### src/rtl/bank_ch_resp_route.sv
// Per-bank return-path router: records granted channel IDs in order and steers each
// in-order bank response to its channel. Optional check logic: BANK_CH_RESP_ROUTE_CHK_EN.
module bank_ch_resp_route #(
  parameter int unsigned ORDER_DEPTH = 4,
  parameter int unsigned DATA_W      = 64,
  localparam int unsigned CNT_W      = $clog2(ORDER_DEPTH + 1)
) (
  input  logic              clk_i,
  input  logic              rst_i,
  input  logic              grant_valid_i,
  input  logic [1:0]        grant_ch_id_i,
  output logic              order_full_o,
  output logic [CNT_W-1:0]  order_cnt_o,
  input  logic              bank_resp_valid_i,
  input  logic [DATA_W-1:0] bank_resp_data_i,
  output logic              bank_resp_ready_o,
  output logic [2:0]        ch_resp_valid_o,
  output logic [DATA_W-1:0] ch_resp_data_o,
  input  logic [2:0]        ch_resp_ready_i,
  output logic              resp_err_o
);

  localparam int unsigned PTR_W  = $clog2(ORDER_DEPTH);
  localparam int unsigned CH_W   = 2;
  localparam int unsigned NUM_CH = 3;

  logic [CH_W-1:0]   order_mem [ORDER_DEPTH];
  logic [PTR_W-1:0]  wptr;
  logic [PTR_W-1:0]  rptr;
  logic [CNT_W-1:0]  count;
  logic              out_vld;
  logic [CH_W-1:0]   out_ch;
  logic [DATA_W-1:0] out_data;

  logic full_c;
  logic empty_c;
  logic push_c;
  logic pop_c;
  logic out_take_c;

  assign full_c  = (count == CNT_W'(ORDER_DEPTH));
  assign empty_c = (count == '0);

  // Held response leaves when its channel is ready; an illegal channel 3 drains unconditionally.
  always_comb begin
    out_take_c = 1'b0;
    if (out_vld) begin
      case (out_ch)
        2'd0:    out_take_c = ch_resp_ready_i[0];
        2'd1:    out_take_c = ch_resp_ready_i[1];
        2'd2:    out_take_c = ch_resp_ready_i[2];
        default: out_take_c = 1'b1;
      endcase
    end
  end

  assign bank_resp_ready_o = !empty_c && (!out_vld || out_take_c);
  assign push_c            = grant_valid_i && !full_c;
  assign pop_c             = bank_resp_valid_i && bank_resp_ready_o;

  // Order FIFO pointers and occupancy
  always_ff @(posedge clk_i) begin
    if (rst_i) begin
      wptr  <= '0;
      rptr  <= '0;
      count <= '0;
    end else begin
      if (push_c) wptr <= wptr + PTR_W'(1);
      if (pop_c)  rptr <= rptr + PTR_W'(1);
      if (push_c && !pop_c)      count <= count + CNT_W'(1);
      else if (pop_c && !push_c) count <= count - CNT_W'(1);
    end
  end

  always_ff @(posedge clk_i) begin
    if (push_c) order_mem[wptr] <= grant_ch_id_i;
  end

  // Single registered output stage
  always_ff @(posedge clk_i) begin
    if (rst_i) begin
      out_vld  <= 1'b0;
      out_ch   <= '0;
      out_data <= '0;
    end else if (pop_c) begin
      out_vld  <= 1'b1;
      out_ch   <= order_mem[rptr];
      out_data <= bank_resp_data_i;
    end else if (out_take_c) begin
      out_vld  <= 1'b0;
    end
  end

  assign ch_resp_valid_o = out_vld ? (NUM_CH'(1) << out_ch) : '0;
  assign ch_resp_data_o  = out_data;
  assign order_full_o    = full_c;
  assign order_cnt_o     = count;

`ifdef BANK_CH_RESP_ROUTE_CHK_EN
  logic err_q;

  always_ff @(posedge clk_i) begin
    if (rst_i) begin
      err_q <= 1'b0;
    end else if ((grant_valid_i && full_c) ||
                 (bank_resp_valid_i && empty_c) ||
                 (grant_valid_i && (grant_ch_id_i == 2'd3))) begin
      err_q <= 1'b1;
    end
  end

  assign resp_err_o = err_q;
`else
  assign resp_err_o = 1'b0;
`endif

endmodule

### config.mk
export PLATFORM = sky130hd
export DESIGN_NAME = bank_ch_resp_route
export DESIGN_NICKNAME = d
export VERILOG_FILES = /design/src/rtl/bank_ch_resp_route.sv
export SDC_FILE = /design/constraint.sdc
export NUM_CORES = 1
export LEC_CHECK = 0
export BUFFER_PORTS_ARGS = -buffer_cell sky130_fd_sc_hd__buf_2
export CAP_MARGIN = 20
export CORE_MARGIN = 4
export CORE_UTILIZATION = 35
export CTS_BUF_LIST = sky130_fd_sc_hd__clkbuf_4
export CTS_CLUSTER_DIAMETER = 120
export DETAILED_ROUTE_END_ITERATION = 12
export GPL_TIMING_DRIVEN = 0
export PLACE_DENSITY = 0.63
export SKIP_CTS_REPAIR_TIMING = 1
export SLEW_MARGIN = 20
export SYNTH_ARGS = -nofsm -noshare
export SYNTH_HDL_FRONTEND = slang
export SYNTH_SLANG_ARGS = --single-unit
### constraint.sdc
create_clock -name clk_i -period 3.8 [get_ports clk_i]
set_input_delay 1.14 -clock clk_i [delete_from_list [all_inputs] [get_ports clk_i]]
set_output_delay 1.14 -clock clk_i [all_outputs]
set_load 0.02 [all_outputs]
==> results by stage, run 1 <==
Outcome:
- The flow ran to the end, and the final reports show no timing, DRC or antenna violations.

Synth:
- The net count after synthesis is 438.
- The async set-or-reset flop fraction in the synthesized netlist is 0.
- Synthesis produced 359 cells.
- The dominant register cell in the synthesized netlist is dfxtp_1.
- The portion of the post-synthesis area used by sequential elements is 0.503.
- The number of enable-type register cells in the synthesized netlist is 8.
- The count of warnings emitted by yosys is 0.
- In this run, synthesis produced a sequential element count of 82.
- A synthesized cell averages 9.54 sq um.
- The number of different library cells in the post-synthesis netlist is 36.
- The total standard cell area after synthesis is 3430 sq um.

Timing:
- The total negative setup slack is 0 ns.
- The post-route worst setup slack is 0.713 ns.
- The number of hold-slack violations in the final timing report is 0.
- Setup repair after global routing left no endpoint under its margin.
- The final setup violation count is 0.
- In this run the tightest slew margin relative to its limit is 0.628.
- The achievable clock frequency is 324 MHz.
- The max-slew violation count was 0.
- Across the routed clock network, the largest skew measured is 0.0166 ns.
- In the finished design, the share of the clock period the worst path needs comes to 0.812.
- The slew at the pin closest to its max-slew limit is 0.558 ns.
- The tightest hold path in the finished design has a slack of 0.462 ns.
- The routed design could run at a clock period as short as 3.09 ns.

Finish:
- With fillers left out, the area of the finished cells amounts to 4450 sq um.
- In the layout the commonest cells are buf_2, nand2_1, dfxtp_1, mux2i_1, clkbuf_1.
- The area growth from synthesis to final layout is 29.9%.
- Leaving out fill and tap cells, the most frequent cell in the layout is buf_2.
- 0 antenna diodes ended up in the layout.
- The number of nets at the end of the flow is 593.
- At the end of the flow the core is filled with cells to 0.475.
- The final cell count without fillers is 648.
- Of the cells placed in the final design, the portion with a size suffix greater than 1 is 0.335.
- The filler cells instantiated in the layout total 987.

Floorplan:
- The standard cell core area is 9370 sq um.
- Measured along the y axis, the die boundary spans 107 um.
- From left edge to right edge, the die measures 107 um.
- 146 I/O pins were placed.
- The die covers 11400 sq um.
- The initial utilization of the core area, before any placement, comes to 0.366.
- The row count is 35.

Setup path:
- The worst setup path is captured at an output pin.
- Of all nets on the critical path, the largest fanout is 4.
- The number of buffers and inverters on the critical path is 2.
- Walking the worst path, the cells encountered are buf_2 > and4bb_1 > a21oi_1 > o31a_1 > buf_2.
- The delay of the slowest cell on the worst path is 0.24 ns.
- The kind of cell adding the most delay to the critical path is compound AO/OA/AOI/OAI gates.
- STA classifies the critical path startpoint as an input pin.
- The largest individual stage delay along the critical path comes from the cell and4bb_1.
- The critical path data required time is 2.66 ns.
- The worst setup path is of the input pin to output pin kind.
- Among the stages of the critical path, the cell type that occurs most often is buf_2.
- The arrival time of data at the critical path endpoint is 1.95 ns.

Power:
- The worst-case IR drop observed on VDD is 0.000279 V.
- The analysis attributes to cell leakage a power of 2.12 nW.
- The cell area power density is 617 nW/um^2.
- Power comes to 2.75 mW.

Clock network:
- The CTS tree is built.
- The tree built by TritonCTS fans out to 82 sinks.
- The clock tree synthesis step divided the H-tree into 3 levels.
- The number of clock buffers added by TritonCTS is 9.
- No sink is reached through more buffers than the 2 on the longest clock path.
- The clock network latency to the later pin of the worst-skew pair is 0.41 ns.
- The cell at the root of the clock tree is clkbuf_4.
- The clock transition at the registers of the reported paths is 0.14 ns.

Global routing:
- The final global-route overflow total is 0.
- The number of global-route vias before repair is 2838.
- The first-pass GRT wire length is 13600 um.
- The maximum number of pins on one net before global-route repair is 14.
- The number of antenna violations at the first check in global routing is 0.
- The overall routing resource usage is 0.148.

Routing:
- The total length of routed wires is 8440 um.
- The antenna violation net count after detailed routing is 0.
- The overall via count from detail_route is 2906.
- The number of design-rule violations left by the first detailed-router iteration is 60.
- The pre-antenna-repair detailed-routing pass consisted of 4 iterations.
- The routed length per instance is 13.0 um.
- After detailed routing, the number of vias per cell comes to 4.48.
- For this run, design rule violations remaining after detail routing come to 0.

Placement:
- Prior to clock tree synthesis, the placed netlist has a worst setup slack of 0.483 ns.
- The final weighted congestion in routability-driven placement is 0.749.
- The post-placement cell count is 632.
- Summed over all nets, the half-perimeter wirelength after detailed placement is 6460 um.
- Once placement finished, the instance area stood at 4310 sq um.
- Port buffering added 144 buffers.

Run:
- The max-cap check violation count is 0.

Min path:
- The class of the worst hold path is flop to flop.
[layout make-up]
| cell class | count | area, sq um | area share |
|---|---|---|---|
| repair buffers | 144 | 721 | 0.162 |
| inverters | 8 | 30.0 | 0.00675 |
| flip-flops and latches | 82 | 1720 | 0.387 |
| multi-input cells | 245 | 1540 | 0.347 |
| plain buffers | 24 | 130 | 0.0292 |
| clock inverters | 4 | 52.6 | 0.0118 |
| clock buffers | 12 | 90.1 | 0.0202 |
| well taps | 129 | 161 | 0.0363 |
[tightest hold or removal path, delay by kind of cell, from the launching register on]
kind | cells | cell delay, ns
muxes | 1 | 0.05
and+or+nand+nor | 1 | 0.05
DFF | 1 | 0.34
[cell usage after synthesis (2+ instances only)]
library cell	n	area [sq um]
nand2_1	131	492
dfxtp_1	74	1480
mux2i_1	67	671
clkbuf_1	16	60.1
edfxtp_1	8	240
inv_1	6	22.5
nor2_1	6	22.5
a21oi_1	5	25.0
ha_1	5	62.6
and3_1	4	25.0
buf_6	4	45.0
o21ai_0	3	15.0
buf_2	2	10.0
buf_4	2	15.0
mux4_2	2	45.0
nand3_1	2	10.0
nor2b_1	2	12.5
xor2_1	2	17.5
[sequential cells by signal (all words and copies together) (netlist names)]
signal	count
order_cnt_o	3
out_vld	1
wptr	2
out_ch	2
order_mem	8
rptr	2
ch_resp_data_o	64
[metal layers]
layer | share of wire | routed length, um | track usage | vias to the layer above
li1 | - | - | - | 1484
met1 | 0.44 | 3700 | 0.185 | 1325
met2 | 0.48 | 4090 | 0.244 | 86
met3 | 0.066 | 555 | 0.0433 | 11
met4 | 0.012 | 104 | 0.0466 | 0
met5 | 0 | 0 | 0 | -
[path summary, 6_finish.rpt]
kind | from | to | slack [ns] | cells after the start
worst min-delay path | ch_resp_data_o[49] | ch_resp_data_o[49] | 0.46 | 2
worst min register to register | ch_resp_data_o[49] | ch_resp_data_o[49] | 0.46 | 2
worst max register to register | order_cnt_o[0] | order_cnt_o[2] | 1.16 | 10
worst max-delay path | ch_resp_ready_i[2] | bank_resp_ready_o | 0.71 | 5
[kinds of logic after synthesis]
group,after synthesis,share of synthesized area
flip-flops,82,0.503
AO/OA/AOI/OAI,14,0.0263
multiplexers,71,0.215
buffers and inverters,32,0.0467
XOR/XNOR,2,0.00511
adder cells (fa/ha/maj),6,0.0241
other,1,0.00109
AND/OR/NAND/NOR,151,0.179
[power by group]
part           switching, mW  internal, mW  total [mW]
Clock                  0.295         0.223       0.518
Sequential             0.120          1.07        1.19
Combinational          0.608         0.430        1.04
Total                   1.02          1.72        2.75
Power figures use the tool's default switching activity.
==> run 2: changes to the inputs <==
--- a/config.mk
+++ b/config.mk
@@ -13,7 +13,7 @@
 export CTS_CLUSTER_DIAMETER = 120
 export DETAILED_ROUTE_END_ITERATION = 12
 export GPL_TIMING_DRIVEN = 0
-export PLACE_DENSITY = 0.63
+export PLACE_DENSITY = 0.65
 export SKIP_CTS_REPAIR_TIMING = 1
 export SLEW_MARGIN = 20
 export SYNTH_ARGS = -nofsm -noshare
==> constraint.sdc (replaced) <==
create_clock -name clk_i -period 2.65 [get_ports clk_i]
set_input_delay 0.795 -clock clk_i [delete_from_list [all_inputs] [get_ports clk_i]]
set_output_delay 0.795 -clock clk_i [all_outputs]
set_load 0.02 [all_outputs]
==> run 2 against run 1 <==
Cell count shrank 0.15%. Count of clock-buffer cells in the layout fell by 3. Largest cell class unchanged. Sequential power grew 44%. Wire length rose by 0.59%.
==> results by stage, run 2 (synthesis gave the netlist of run 1 again) <==
Outcome:
- Outcome: completed (unchanged).

Min path:
- The hold path startpoint is ch_resp_data_o[60] (was ch_resp_data_o[49]).
- The class of the worst hold path is flop to flop (unchanged).
- The cell depth of the worst hold path is 2 (unchanged).
- The terminating pin of the worst hold path is ch_resp_data_o[60] (was ch_resp_data_o[49]).

Setup path:
- The critical setup path kind is flop to output pin (was input pin to output pin).
- The critical path launch point type is a flop (was input pin).
- The arrival time of data at the critical path endpoint is 1.71 ns (was 1.95 ns).
- The startpoint of the lowest-slack register-to-register path is out_ch[0] (was order_cnt_o[0]).
- The destination of the worst register-to-register timing path was order_cnt_o[2] (unchanged).
- The critical path data required time is 1.86 ns (was 2.66 ns).
- The launch point of the critical path is order_cnt_o[0] (was ch_resp_ready_i[2]).
- The flop-to-flop setup slack is 0.18 ns (was 1.16 ns).
- The endpoint class of the critical path is an output pin (unchanged).
- The worst reg-to-reg path cell count was 10 (unchanged).
- The largest fanout on the critical path came to 7 (was 4).

Clock network:
- The buffer depth of the longest clock path is 2 (unchanged).
- The CTS tree is built (unchanged).
- The clock transition at the registers of the reported paths came to 0.13 ns (was 0.14 ns).
- The TritonCTS sink count is 82 (unchanged).
- The clock network latency to the later pin of the worst-skew pair was 0.40 ns (was 0.41 ns).
- The cell at the root of the clock tree is clkbuf_4 (unchanged).
- The number of buffers created by CTS is 9 (unchanged).
- The number of H-tree levels is 3 (unchanged).

Power:
- The leakage power was 2.13 nW (was 2.12 nW).
- The largest voltage drop on the vdd net is 0.000351 V (was 0.000279 V).
- The total power of the final layout is 4.00 mW (was 2.75 mW).
- The cell area power density is 894 nW/um^2 (was 617 nW/um^2).

Timing:
- The max-slew headroom at the worst pin is 0.663 (was 0.628).
- The final worst clock skew is 0.0112 ns (was 0.0166 ns).
- The achievable clock frequency is 399 MHz.
- The post-route worst setup slack is 0.144 ns (was 0.713 ns).
- RSZ-0062 raised after global routing: no (unchanged).
- The max-slew violation count was 0 (unchanged).
- The final cycle utilization of the critical path is 0.946.
- The final setup violation count is 0 (unchanged).
- The slew at the pin closest to its max-slew limit was 0.505 ns (was 0.558 ns).
- The number of hold-slack violations in the final timing report is 0 (unchanged).
- The final hold slack came to 0.462 ns (about the same).
- For the finished layout, the period the worst path requires is 2.51 ns.

Routing:
- The total length of routed wires is 8490 um (was 8440 um).
- The overall via count from detail_route came to 2939 (was 2906).
- The routed length per instance came to 13.1 um (was 13.0 um).
- The number of design-rule violations left by the first detailed-router iteration is 82 (was 60).
- The detailed-routing iteration count for the pre-antenna-repair pass is 4 (unchanged).
- The average vias per placed instance is 4.54 (was 4.48).
- The antenna violation net count after detailed routing is 0 (unchanged).
- The number of remaining DRC errors came to 0 (unchanged).

Run:
- The max-cap check violation count came to 0 (unchanged).

Global routing:
- The maximum number of pins on one net before global-route repair was 14 (unchanged).
- The number of antenna violations at the first check in global routing came to 1 (was 0).
- The number of global-route vias before repair is 2866 (was 2838).
- The overall routing resource usage was 0.146 (was 0.148).
- The first-pass GRT wire length is 13400 um (was 13600 um).
- The final global-route overflow total came to 0 (unchanged).

Floorplan:
- The total die area was 11400 sq um (unchanged).
- The top-level I/O count is 146 (unchanged).
- The initial standard-cell utilization of the core is 0.366 (unchanged).
- The row count was 35 (unchanged).
- The die span in y came to 107 um (unchanged).
- The die width is 107 um (unchanged).
- The standard cell core area is 9370 sq um (unchanged).

Placement:
- The final weighted congestion in routability-driven placement was 0.698 (was 0.749).
- The number of buffer cells added on primary ports is 144 (unchanged).
- The pre-CTS worst setup slack is -0.264 ns (was 0.483 ns).
- The HPWL after detailed placement is 6500 um (was 6460 um).

Finish:
- The most common cell after layout, fill and taps aside is buf_2 (unchanged).
- The diode insertion count for antenna repair was 0 (unchanged).
- The area growth from synthesis to final layout is 30.6% (was 29.9%).
- The fraction of final layout cells sized beyond drive strength 1 is 0.340 (was 0.335).
- The number of nets at the end of the flow was 593 (unchanged).
- The flip-flop count of the largest register after layout is 64 (unchanged).
- Commonest non-fill, non-tap cells in the layout: buf_2, nand2_1, dfxtp_1, mux2i_1, clkbuf_1 (unchanged).
[run 2: cell types whose count changed in the layout (fill, tap and decap cells not counted), sizes merged]
cell      previous run  this run
clkinv               1         2
bufinv               1         2
clkbuf              28        25
clkinvlp             3         2
inv                  7         8
[run 2: worst max-delay path: stages, from the launching register on]
cell	delay (ns)
dfxtp_2	0.39
or3b_2	0.47
clkbuf_1	0.17
inv_1	0.12
buf_2	0.17
[run 2: where the power goes]
| group | total, mW | switching (mW) | internal, mW |
|---|---|---|---|
| sequential | 1.71 | 0.176 | 1.54 |
| clock | 0.791 | 0.419 | 0.373 |
| combinational | 1.50 | 0.872 | 0.623 |
[run 2: worst max-delay path by stage]
stage | end | slack, ns
after floorplan | order_cnt_o[2] | 0.02
after global placement | order_cnt_o[2] | -0.22
after detailed placement | order_cnt_o[2] | -0.26
after CTS | order_cnt_o[2] | 0.05
after global routing | order_full_o | 0.01
final | order_full_o | 0.14
[run 2: per-layer routing]
metal  GRT usage  wire length [um]
met5           0                 7
met3      0.0415               572
met1       0.171              3500
met2       0.258              4350
met4      0.0466                65
[run 2: layout make-up]
type	instances	area [sq um]
timing repair buffer	144	721
clock inverter	6	82.6
fill	955	4900
inverter	8	30.0
clock buffer	9	67.6
multi-input combinational	245	1550
tap	129	161
sequential	82	1720
buffer	24	134
[run 2: stage by stage]
stage	util	std cells	setup TNS (ns)	area [sq um]
finish	0.477	647	0	4470
global route	0.477	647	0	4470
CTS	0.476	647	0	4460
detailed placement	0.460	632	-0.439	4310
global placement	0.460	632	-0.376	4310
floorplan	-	359	0	3430
